===== src/rtl/alu_share_arbiter.sv =====
// Round-robin share of one ALU between two requesters.
// Registered issue, captured result, valid/ready response.
module alu_share_arbiter #(
  parameter int XLEN    = 32,
  parameter int FN_W    = 4,
  parameter int SHAMT_W = 6
) (
  input  logic               clk,
  input  logic               rst_n,
  input  logic               req0_valid,
  output logic               req0_ready,
  input  logic [XLEN-1:0]    req0_a,
  input  logic [XLEN-1:0]    req0_b,
  input  logic [FN_W-1:0]    req0_alufn,
  input  logic [SHAMT_W-1:0] req0_shamt,
  input  logic               req1_valid,
  output logic               req1_ready,
  input  logic [XLEN-1:0]    req1_a,
  input  logic [XLEN-1:0]    req1_b,
  input  logic [FN_W-1:0]    req1_alufn,
  input  logic [SHAMT_W-1:0] req1_shamt,
  output logic [XLEN-1:0]    alu_a,
  output logic [XLEN-1:0]    alu_b,
  output logic [FN_W-1:0]    alu_alufn,
  output logic [SHAMT_W-1:0] alu_shamt,
  input  logic [XLEN-1:0]    alu_r,
  input  logic [3:0]         alu_flags,
  output logic               rsp_valid,
  input  logic               rsp_ready,
  output logic               rsp_id,
  output logic [XLEN-1:0]    rsp_r,
  output logic [3:0]         rsp_flags,
  output logic               busy
);

  typedef enum logic [1:0] {
    IDLE  = 2'd0,
    ISSUE = 2'd1,
    RESP  = 2'd2
  } state_e;

  typedef struct packed {
    logic [XLEN-1:0]    a;
    logic [XLEN-1:0]    b;
    logic [FN_W-1:0]    fn;
    logic [SHAMT_W-1:0] shamt;
  } op_t;

  state_e state_q, state_d;
  logic   ptr_q, ptr_d;
  op_t    op_q, op_d;
  logic   id_q, id_d;

  logic            rsp_valid_q, rsp_valid_d;
  logic            rsp_id_q, rsp_id_d;
  logic [XLEN-1:0] rsp_r_q, rsp_r_d;
  logic [3:0]      rsp_flags_q, rsp_flags_d;

  logic accept;
  logic grant0;
  logic grant1;
  logic take;
  op_t  op0;
  op_t  op1;
  op_t  win;

  assign op0 = '{a: req0_a, b: req0_b,
                 fn: req0_alufn,
                 shamt: req0_shamt};
  assign op1 = '{a: req1_a, b: req1_b,
                 fn: req1_alufn,
                 shamt: req1_shamt};

  assign accept = (state_q == IDLE) ||
                  ((state_q == RESP) && rsp_ready);

  // Contention resolved by the pointer; a lone request always wins.
  assign grant0 = req0_valid &&
                  (!req1_valid || !ptr_q);
  assign grant1 = req1_valid &&
                  (!req0_valid || ptr_q);

  assign take = accept && (grant0 || grant1);
  assign win  = grant1 ? op1 : op0;

  assign req0_ready = accept && grant0;
  assign req1_ready = accept && grant1;

  always_comb begin
    state_d     = state_q;
    ptr_d       = ptr_q;
    op_d        = op_q;
    id_d        = id_q;
    rsp_valid_d = rsp_valid_q;
    rsp_id_d    = rsp_id_q;
    rsp_r_d     = rsp_r_q;
    rsp_flags_d = rsp_flags_q;

    unique case (state_q)
      IDLE: begin
        if (take) state_d = ISSUE;
      end
      ISSUE: begin
        state_d     = RESP;
        rsp_valid_d = 1'b1;
        rsp_id_d    = id_q;
        rsp_r_d     = alu_r;
        rsp_flags_d = alu_flags;
      end
      RESP: begin
        if (rsp_ready) begin
          rsp_valid_d = 1'b0;
          state_d     = take ? ISSUE : IDLE;
        end
      end
      default: begin
        state_d     = IDLE;
        rsp_valid_d = 1'b0;
      end
    endcase

    // Next contention favours the port just passed over.
    if (take) begin
      op_d  = win;
      id_d  = grant1;
      ptr_d = ~grant1;
    end
  end

  always_ff @(posedge clk or negedge rst_n) begin
    if (!rst_n) begin
      state_q     <= IDLE;
      ptr_q       <= 1'b0;
      op_q        <= '0;
      id_q        <= 1'b0;
      rsp_valid_q <= 1'b0;
      rsp_id_q    <= 1'b0;
      rsp_r_q     <= '0;
      rsp_flags_q <= '0;
    end else begin
      state_q     <= state_d;
      ptr_q       <= ptr_d;
      op_q        <= op_d;
      id_q        <= id_d;
      rsp_valid_q <= rsp_valid_d;
      rsp_id_q    <= rsp_id_d;
      rsp_r_q     <= rsp_r_d;
      rsp_flags_q <= rsp_flags_d;
    end
  end

  assign alu_a     = op_q.a;
  assign alu_b     = op_q.b;
  assign alu_alufn = op_q.fn;
  assign alu_shamt = op_q.shamt;

  assign rsp_valid = rsp_valid_q;
  assign rsp_id    = rsp_id_q;
  assign rsp_r     = rsp_r_q;
  assign rsp_flags = rsp_flags_q;
  assign busy      = (state_q != IDLE);

endmodule


===== config.mk =====
export PLATFORM = sky130hd
export DESIGN_NAME = alu_share_arbiter
export DESIGN_NICKNAME = d
export VERILOG_FILES = /design/src/rtl/alu_share_arbiter.sv
export SDC_FILE = /design/constraint.sdc
export NUM_CORES = 1
export LEC_CHECK = 0
export BUFFER_PORTS_ARGS = -buffer_cell sky130_fd_sc_hd__buf_2
export CAP_MARGIN = 10
export CORE_AREA = 2 2 119 121
export CTS_BUF_LIST = sky130_fd_sc_hd__clkbuf_8
export DETAILED_ROUTE_END_ITERATION = 8
export DIE_AREA = 0 0 121 123
export PLACE_DENSITY = 0.72
export SKIP_LAST_GASP = 1
export SYNTH_ARGS = -nofsm -noshare
export SYNTH_HDL_FRONTEND = slang
export SYNTH_SLANG_ARGS = --single-unit
export TNS_END_PERCENT = 10

===== constraint.sdc =====
create_clock -name clk -period 2 [get_ports clk]
set_input_delay 0.3 -clock clk [delete_from_list [all_inputs] [get_ports clk]]
set_output_delay 0.3 -clock clk [all_outputs]
set_load 0.1 [all_outputs]

==> run metrics <==
Buffers on Ports 303; type of origin of the critical path flop; placed instance area 0.00688 mm2; post-route cell area 0.00734 mm2; total of max-cap violations 0; first-pass GRT wire length 25,000 um; CTS tree built; initial antenna violation count 2; post-synthesis register bit count 116; GR Overflow Total 0; hold path depth 2; Max Slew Vio Count 0; detailed placement HPWL 11,900 um; Syn-to-layout area delta 40.9%; status completed; routed vias/inst 5.37; Async S/R FF share, synth 100%; Worst Skew 0.00956 ns; unique cell type count in the Yosys netlist 23; Slew HR 62.7%; Die Ht 123 um; DR WL/cell 17.8 um; Clock Latency Late Sink 0.45 ns; gr usage total 21.6%; gp weighted congestion 0.808; largest net degree at the start of global routing 57; via count 4,925; most frequent cells in the layout buf_2 (299), dfrtp_1 (114), nand2_1 (61), nor4_1 (61), a221o_1 (61); Max Fclk 512 MHz; Site Rows 43; final setup vio count 0; area leader, netlist dfrtp_1; CTS H-tree lvls 4; die footprint 0.0149 mm2; RSZ-0062 raised after global routing true; CTS Buf Count 17; Hold Crit Class in -> reg; Synth Area per Inst 12.1 um2; ys flop type dfrtp_1; total iterations of the first detailed-routing run 4; root buffer cell clkbuf_8; number of flops mapped to enable cells by yosys 0; Clock Tree Buf Depth 2; Core Util, Final 53.9%; sequential area share after synthesis 55.7%; final period utilization 97.6%; YS warnings 0; CP max FO 14; Die W 121 um; initial DRC count 220; Starting Density 38.3%; most common cell after layout, fill and taps aside buf_2; antenna-violating nets left 0; Fin. Hold Viols 0; Worst Tran Pin Value 0.560 ns; clock-pin slew on the worst setup and hold paths 0.08 ns; share of layout cells above drive strength 1 54.5%; syn_nets 621; drc violations 0; Cell Area, Synth 0.00521 mm2; nets 912; post-route minimum period 1.95 ns; vias in the first global route 4,876; worst reg-to-reg path cell count 4; Cells after Synth 432; Core Region 0.0136 mm2; WP data arrival 1.65 ns; synth top area cells dfrtp_1 (56%), a221o_1 (12%), mux2_2 (8.0%); CP Class reg -> out; final WL 16,400 um; Yosys top cell area share 55.7%; clock sinks 116; CP required 1.70 ns; CP Capture Type primary output; io pins 304
## metrics by stage
stage | TNS, ns | setup slack, ns | cells | hold WS, ns
6_report | 0 | 0.0474 | 917 | 0.0757
5_1_grt | -0.0752 | -0.0504 | 917 | 0.0386
4_1_cts | -0.0826 | -0.0426 | 916 | 0.0492
3_5_place_dp | 0 | 0.171 | 883 | 0.286
3_3_place_gp | 0 | 0.250 | 883 | 0.280
2_1_floorplan | -0.391 | -0.198 | 432 | 0.00441
## cells in the mapped netlist (all sizes together), types with 2 or more instances
cell,number
buf,25
mux2,37
inv,3
a21o,2
nor2b,3
a2bb2oi,13
nor2,3
nand2,61
dfrtp,116
clkbuf,26
nor4,62
a221o,61
o32ai,13
## final timing paths
check / startpoint / end / slack, ns
max: ptr_q$_DFFE_PN0P_ / req0_ready / 0.05
min: req0_b[6] / alu_b[6]$_DFFE_PN0P_ / 0.08
max reg2reg: state_q[1]$_DFFE_PN0P_ / alu_b[9]$_DFFE_PN0P_ / 0.20
min reg2reg: rsp_valid$_DFFE_PN0P_ / rsp_valid$_DFFE_PN0P_ / 0.49
max in group asynchronous: rst_n / rsp_r[14]$_DFFE_PN0P_ / 0.87
min in group asynchronous: rst_n / alu_a[13]$_DFFE_PN0P_ / 0.35
## per-layer routing
layer	GRT usage, %	vias to the layer above	share of wire, %	routed length [um]
met5	0	-	0.079	13
met4	7.12	2	1.5	241
met3	6.13	22	6.8	1110
met2	37.2	218	53	8620
met1	26.2	2408	39	6390
li1	-	2275	-	-
## state kept, by name, indices dropped and copies added (netlist names)
| signal | flops |
|---|---|
| rsp_flags | 4 |
| rsp_r | 32 |
| ptr_q | 1 |
| id_q | 1 |
| alu_shamt | 6 |
| alu_alufn | 4 |
| alu_b | 32 |
| rsp_valid | 1 |
| alu_a | 32 |
| state_q | 2 |
| rsp_id | 1 |
## cell type report
class / count / area, um2
diodes: 1 / 2.50
clock buffers: 17 / 234
clock inverters: 15 / 205
fillers: 1239 / 6270
inverters: 3 / 11.3
multi-input cells: 262 / 2020
flip-flops and latches: 116 / 2910
well taps: 180 / 225
repair buffers: 323 / 1730
## critical path, stage by stage (launching register included)
cell and delay [ns]:
dfrtp_1 0.43, a21bo_4 0.30, nor3_4 0.16, buf_6 0.14, buf_12 0.17
## what timing repair did
item                                   CTS  global route
resized for setup                        1             2
setup endpoints to repair                3             3
pin swaps                                0             1
hold buffers                             1             0
endpoints found under the hold margin   33             0
setup buffers                            0             1
## kinds of logic (layout without fill, tap and decap cells)
group / Yosys count / count (layout) / synth area share, %
muxes: 37 / 37 / 8.00
buffers and inverters: 54 / 358 / 6.20
and+or+nand+nor: 132 / 132 / 13.0
AOI/OAI and AO/OA: 93 / 93 / 17.1
other: 0 / 1 / 0
DFF: 116 / 116 / 55.7
Power is not shown: default switching activity piles up to over one toggle a cycle in this logic, so the estimate is an artifact.
